## config.mk

```make
export PLATFORM = sky130hd
export DESIGN_NAME = encoder_period_meter
export DESIGN_NICKNAME = d
export VERILOG_FILES = /design/src/rtl/esc_pkg.sv /design/src/rtl/enc_glitch_filter.sv /design/src/rtl/encoder_period_meter.sv
export SDC_FILE = /design/constraint.sdc
export NUM_CORES = 1
export LEC_CHECK = 0
export ABC_CLOCK_PERIOD_IN_PS = 7350
export BUFFER_PORTS_ARGS = -buffer_cell sky130_fd_sc_hd__buf_2
export CAP_MARGIN = 20
export CORE_MARGIN = 8
export CORE_UTILIZATION = 57
export DETAILED_ROUTE_END_ITERATION = 8
export GPL_ROUTABILITY_DRIVEN = 0
export HOLD_SLACK_MARGIN = 0.02
export PLACE_DENSITY = 0.81
export SYNTH_ARGS = -nofsm -noshare
export SYNTH_HDL_FRONTEND = slang
export SYNTH_SLANG_ARGS = --single-unit
```

## constraint.sdc

```tcl
create_clock -name clk -period 7.35 [get_ports clk]
set_input_delay 1.47 -clock clk [delete_from_list [all_inputs] [get_ports clk]]
set_output_delay 1.47 -clock clk [all_outputs]
set_load 0.01 [all_outputs]
```

## src/rtl/esc_pkg.sv

```systemverilog
`default_nettype none
// ============================================================================
//  Module      : esc_pkg
//  Description : Shared defaults and the quadrature step lookup for the
//                encoder period meter.
//  Revision    : 1.0  initial release
// ============================================================================
package esc_pkg;

    localparam int          c_period_w_default    = 16;
    localparam int          c_avg_log2_default    = 2;
    localparam int          c_filt_len_default    = 4;
    localparam logic [15:0] c_stall_limit_default = 16'hFFFF;

    typedef enum logic [1:0] {
        STEP_NONE = 2'd0,
        STEP_FWD  = 2'd1,
        STEP_REV  = 2'd2,
        STEP_ERR  = 2'd3
    } quad_step_t;

    // Forward Gray sequence on {A,B}: 00 > 10 > 11 > 01 > 00
    function automatic logic [1:0] quad_next_fwd(input logic [1:0] ab);
        logic [1:0] nxt;
        case (ab)
            2'b00:   nxt = 2'b10;
            2'b10:   nxt = 2'b11;
            2'b11:   nxt = 2'b01;
            default: nxt = 2'b00;
        endcase
        return nxt;
    endfunction

    function automatic quad_step_t quad_step(input logic [1:0] prev_ab,
                                             input logic [1:0] curr_ab);
        quad_step_t step;
        if (prev_ab == curr_ab)
            step = STEP_NONE;
        else if ((prev_ab ^ curr_ab) == 2'b11)
            step = STEP_ERR;
        else if (curr_ab == quad_next_fwd(prev_ab))
            step = STEP_FWD;
        else
            step = STEP_REV;
        return step;
    endfunction

endpackage
`default_nettype wire

```

## src/rtl/enc_glitch_filter.sv

```systemverilog
`default_nettype none
// ============================================================================
//  Module      : enc_glitch_filter
//  Description : Two-flop synchroniser followed by a persistence filter; the
//                output follows the input only after FILT_LEN stable clocks.
//  Revision    : 1.0  initial release
// ============================================================================
module enc_glitch_filter #(
    parameter int FILT_LEN = 4
) (
    input  logic clk,
    input  logic rst,
    input  logic raw_in,
    output logic filt_out
);

    localparam int                 c_cnt_w    = $clog2(FILT_LEN + 1);
    localparam logic [c_cnt_w-1:0] c_cnt_last = c_cnt_w'(FILT_LEN - 1);

    logic [1:0]         r_sync;
    logic [c_cnt_w-1:0] r_cnt;
    logic               r_filt;

    always_ff @(posedge clk or posedge rst) begin
        if (rst) begin
            r_sync <= 2'b00;
            r_cnt  <= '0;
            r_filt <= 1'b0;
        end else begin
            r_sync <= {r_sync[0], raw_in};
            // Count consecutive clocks where the synced level disagrees
            if (r_sync[1] != r_filt) begin
                if (r_cnt == c_cnt_last) begin
                    r_filt <= r_sync[1];
                    r_cnt  <= '0;
                end else begin
                    r_cnt <= r_cnt + 1'b1;
                end
            end else begin
                r_cnt <= '0;
            end
        end
    end

    assign filt_out = r_filt;

endmodule
`default_nettype wire

```

## src/rtl/encoder_period_meter.sv

```systemverilog
`default_nettype none
// ============================================================================
//  Module      : encoder_period_meter
//  Description : Quadrature decoder plus A-channel period meter with a
//                running average over 2**AVG_LOG2 samples and stall detect.
//  Revision    : 1.0  initial release
// ============================================================================
module encoder_period_meter
    import esc_pkg::*;
#(
    parameter int                  PERIOD_W    = c_period_w_default,
    parameter int                  AVG_LOG2    = c_avg_log2_default,
    parameter int                  FILT_LEN    = c_filt_len_default,
    parameter logic [PERIOD_W-1:0] STALL_LIMIT = PERIOD_W'(c_stall_limit_default)
) (
    input  logic                clk,
    input  logic                rst,
    input  logic                enable,
    input  logic                encoder_a,
    input  logic                encoder_b,
    output logic [PERIOD_W-1:0] period_out,
    output logic                period_valid,
    output logic                direction,
    output logic [15:0]         position,
    output logic                stalled,
    output logic                quad_error
);

    localparam int                 c_depth     = 1 << AVG_LOG2;
    localparam int                 c_sum_w     = PERIOD_W + AVG_LOG2;
    localparam logic [c_sum_w-1:0] c_sum_reset = c_sum_w'(STALL_LIMIT) << AVG_LOG2;

    // ---------------------------------------------------------------- input
    logic w_filt_a;
    logic w_filt_b;

    enc_glitch_filter #(.FILT_LEN(FILT_LEN)) u_filt_a (
        .clk      (clk),
        .rst      (rst),
        .raw_in   (encoder_a),
        .filt_out (w_filt_a)
    );

    enc_glitch_filter #(.FILT_LEN(FILT_LEN)) u_filt_b (
        .clk      (clk),
        .rst      (rst),
        .raw_in   (encoder_b),
        .filt_out (w_filt_b)
    );

    // --------------------------------------------------------------- decode
    logic [1:0]  r_prev_ab;
    logic [1:0]  w_curr_ab;
    quad_step_t  w_step;
    logic        w_a_rise;
    logic        r_direction;
    logic [15:0] r_position;
    logic        r_quad_error;

    assign w_curr_ab = {w_filt_a, w_filt_b};
    assign w_step    = quad_step(r_prev_ab, w_curr_ab);
    assign w_a_rise  = w_filt_a & ~r_prev_ab[1];

    always_ff @(posedge clk or posedge rst) begin
        if (rst) begin
            r_prev_ab    <= 2'b00;
            r_direction  <= 1'b0;
            r_position   <= 16'h0000;
            r_quad_error <= 1'b0;
        end else begin
            r_prev_ab    <= w_curr_ab;
            r_quad_error <= (w_step == STEP_ERR);
            case (w_step)
                STEP_FWD: begin
                    r_position  <= r_position + 16'd1;
                    r_direction <= 1'b1;
                end
                STEP_REV: begin
                    r_position  <= r_position - 16'd1;
                    r_direction <= 1'b0;
                end
                default: ;
            endcase
        end
    end

    // --------------------------------------------------------------- period
    logic [PERIOD_W-1:0] r_count;
    logic [PERIOD_W-1:0] w_count_inc;
    logic [PERIOD_W-1:0] r_buf [c_depth];
    logic [AVG_LOG2-1:0] r_wr_ptr;
    logic [PERIOD_W-1:0] w_oldest;
    logic [c_sum_w-1:0]  r_sum;
    logic [c_sum_w-1:0]  w_sum_next;
    logic [PERIOD_W-1:0] r_period_out;
    logic                r_period_valid;
    logic                r_stalled;

    // The saturated count doubles as the sample value (counter + 1, capped)
    assign w_count_inc = (r_count == STALL_LIMIT) ? STALL_LIMIT : r_count + 1'b1;
    assign w_oldest    = r_buf[r_wr_ptr];
    assign w_sum_next  = r_sum - c_sum_w'(w_oldest) + c_sum_w'(w_count_inc);

    always_ff @(posedge clk or posedge rst) begin
        if (rst) begin
            r_count        <= '0;
            r_wr_ptr       <= '0;
            r_sum          <= c_sum_reset;
            r_period_out   <= '1;
            r_period_valid <= 1'b0;
            r_stalled      <= 1'b1;
            for (int i = 0; i < c_depth; i++) r_buf[i] <= STALL_LIMIT;
        end else if (!enable) begin
            r_count        <= '0;
            r_wr_ptr       <= '0;
            r_sum          <= c_sum_reset;
            r_period_out   <= '1;
            r_period_valid <= 1'b0;
            r_stalled      <= 1'b1;
            for (int i = 0; i < c_depth; i++) r_buf[i] <= STALL_LIMIT;
        end else begin
            r_period_valid <= 1'b0;
            if (w_a_rise) begin
                r_count <= '0;
                if (r_stalled) begin
                    // First edge after a stall only re-arms the counter
                    r_stalled <= 1'b0;
                end else begin
                    r_buf[r_wr_ptr] <= w_count_inc;
                    r_wr_ptr        <= r_wr_ptr + 1'b1;
                    r_sum           <= w_sum_next;
                    r_period_out    <= PERIOD_W'(w_sum_next >> AVG_LOG2);
                    r_period_valid  <= 1'b1;
                end
            end else begin
                r_count <= w_count_inc;
                if (w_count_inc == STALL_LIMIT) begin
                    r_stalled    <= 1'b1;
                    r_period_out <= '1;
                    r_sum        <= c_sum_reset;
                    r_wr_ptr     <= '0;
                    for (int i = 0; i < c_depth; i++) r_buf[i] <= STALL_LIMIT;
                end
            end
        end
    end

    assign period_out   = r_period_out;
    assign period_valid = r_period_valid;
    assign stalled      = r_stalled;
    assign direction    = r_direction;
    assign position     = r_position;
    assign quad_error   = r_quad_error;

endmodule
`default_nettype wire

```

==> flow_summary.toml <==
[outcome]
outcome = "complete, no violations"

[timing]
maxSlewViolCount = 0
fin_crit_sh_pct = 72.7
post-route-min-period_ns = 5.34
holdWs_ns = 0.347
fin_tns_setup_ns = 0
slew_headroom_pct = 40.4
timing_hold_violations_final = 0
fmax_ghz = 0.187
finClkSkew_ns = 0.0102
worst_pin_slew_ns = 0.893
rsz0062_at_grt = "false"
setup_viol = 0

[global_route]
grt_pass1_wl_um = 28600
grt_antenna_before_repair = 0
overflow = 0
first_global_vias = 5788
gr-usage-all-layers_pct = 19.6
grt_max_degree = 76

[logic_synthesis]
ys_seq_elements = 134
synth.yosys.seq_area_share_pct = 42.1
syn_avg_cell_area_um2 = 11.6
yosys_warnings = 0
syn-instance-count = 704
synthTopCellsByArea = "dfstp_2, dfrtp_1, mux2_4, ha_1, mux2_2"
syn_area_um2 = 8200
netlist_top_cells_count = "dfstp_2, inv_1, dfrtp_1"
synthArstFlopShare_pct = 100
yosysTopAreaCell = "dfstp_2"
synth.most_common_cell = "dfstp_2"
synth-edff-count = 0
yosysTopAreaCellShare_pct = 26.0
syn-num-nets = 769
synth-main-ff-cell = "dfstp_2"
synth_cell_types = 64

[placed_design]
io_buffers = 40
hpwl_um = 12000
place_area_um2 = 8400

[clocking]
cts_buffers = 17
cts_tree = "built"
cts.clk_slew.worst_paths_ns = 0.06
clockRootBuffer = "clkbuf_16"
worst_skew_pair.late_latency_ns = 0.42
post_cts_buffers = 0
htreeDepth = 4
cts.repair.resized = 0
clockBufferDepth = 2
cts.sinks = 134
cts_hold_buf = 0

[cells_and_area]
fill_cells = 1046
drive_above_1_share_pct = 35.8
regArea_um2 = 3450
nNetsFinal = 793
fin_util_pct = 63.1
multi_input_area_um2 = 4260
area_growth_syn_to_layout_pct = 10.1
stdcell_area_um2 = 9030
antenna_cells = 0

[detailed_routing]
drt_iter0_drc = 367
via_count = 5484
drc_errors = 0
wl_per_cell_um = 18.7
viasPerCell = 5.93
drtAntennaViolNets = 0
drt-total-wl_um = 17300
drt-pass1-iter-count = 5

[critical_path]
crit_path_max_fanout = 12
worstPathRequired_ns = 7.71
rr_worst_depth = 17
crit_type = "flop to flop"
reg2reg_to = "r_sum[17]"
cp-start-kind = "flop"
critPathLaunch = "r_count[0]"
endpoint_kind = "flop"
cp-endpoint = "r_sum[17]"
worstReg2RegStart = "r_count[0]"
r2r_slack_ns = 2.01
worstPathArrival_ns = 5.70

[floorplan]
start_util_pct = 57.3
coreArea_um2 = 14300
dieArea_um2 = 18500
boundaryPins = 41
die_x_um = 136
die_h_um = 136
fp-row-count = 44

[worst_hold_path]
hold_path.class = "flop to flop"

[run]
maxCapViolations = 0
## worst min path at each step
stage	startpoint	end	slack [ns]	cells after the start
after detailed placement	u_filt_b.r_sync[0]	u_filt_b.r_sync[1]	0.34	0
final	u_filt_b.r_sync[0]	u_filt_b.r_sync[1]	0.35	0
after global routing	u_filt_b.r_sync[0]	u_filt_b.r_sync[1]	0.35	0
after global placement	u_filt_a.r_sync[0]	u_filt_a.r_sync[1]	0.33	0
after CTS	u_filt_b.r_sync[0]	u_filt_b.r_sync[1]	0.35	0
after floorplan	u_filt_a.r_sync[0]	u_filt_a.r_sync[1]	0.33	0
## layout by cell type (no fill, tap or decap), drive strengths merged, types with 3 or more instances in the layout
master	synthesis	final
nand2b	8	8
nor2b	9	9
xnor2	23	23
mux4	16	16
xor2	17	17
and3	3	3
nand2	38	38
nor2	52	52
clkinv	0	4
dfrtp	53	53
bufinv	0	4
fa	17	17
a21boi	3	3
nand3	11	11
buf	30	44
clkinvlp	0	3
mux2	79	79
a31oi	4	4
a21oi	26	26
nor3	13	13
dfstp	81	81
mux2i	8	8
and2	3	3
o21ai	22	22
or3	5	5
ha	43	43
a21o	5	5
clkbuf	9	20
o21a	10	10
inv	61	62
a2bb2oi	3	3
o22ai	4	4
o21bai	4	4
nor3b	3	3
or2	3	3
a22oi	3	3
nand4	13	13
## cell families (layout without fill, tap and decap cells)
family	Yosys count	after routing	share of synthesized area, %
compound gates	100	100	8.70
xor+xnor	40	40	4.27
fa+ha+maj	60	60	10.7
buf+inv	100	137	5.95
flops	134	134	42.1
mux	103	103	18.1
simple gates	167	167	10.2
## routing by layer
layer / up-vias / global-route usage [%] / part of all wire, %
met3: 27 / 5.17 / 6.6
li1: 2486 / - / -
met4: 0 / 7.38 / 1.8
met2: 202 / 32.7 / 49
met5: - / 0 / 0
met1: 2769 / 24.0 / 42
## layout make-up
class                           instances  area share (%)
Clock buffer                           20            4.95
Timing Repair Buffer                   44            2.55
Sequential cell                       134            38.3
Inverter                               61            2.56
Tap cell                              184            2.55
Clock inverter                         12            1.95
Multi-Input combinational cell        470            47.2
## critical path: stages, from the launching register on
cell and delay, ns:
dfrtp_1 0.48, ha_1 0.28, and3_1 0.34, nand4_1 0.27, nor2_1 0.71, nor2_1 0.21
fa_1 0.58, inv_1 0.08, ha_1 0.29, a21oi_1 0.21, o22ai_1 0.17, o21ai_0 0.22
o2bb2ai_1 0.21, o21ai_0 0.21, o21a_1 0.25, o311ai_0 0.42, mux2i_1 0.23, o21a_1 0.13
## stage by stage
stage | setup slack, ns | instances
floorplan | 2.43 | 704
global placement | 2.44 | 893
detailed placement | 2.16 | 893
CTS | 2.11 | 925
global route | 1.66 | 925
finish | 2.01 | 925
## registers in the layout, indices dropped and copies added, names as in the netlist, 2 cells and up
signal / count
r_prev_ab: 2
u_filt_a.r_cnt: 3
r_sum: 18
u_filt_b.r_sync: 2
position: 16
u_filt_b.r_cnt: 3
r_count: 16
r_buf: 64
u_filt_a.r_sync: 2
r_wr_ptr: 2
Power is left out: the tool's default activity adds up to more than one toggle a clock period on the data nets, which glitch-free logic cannot reach.
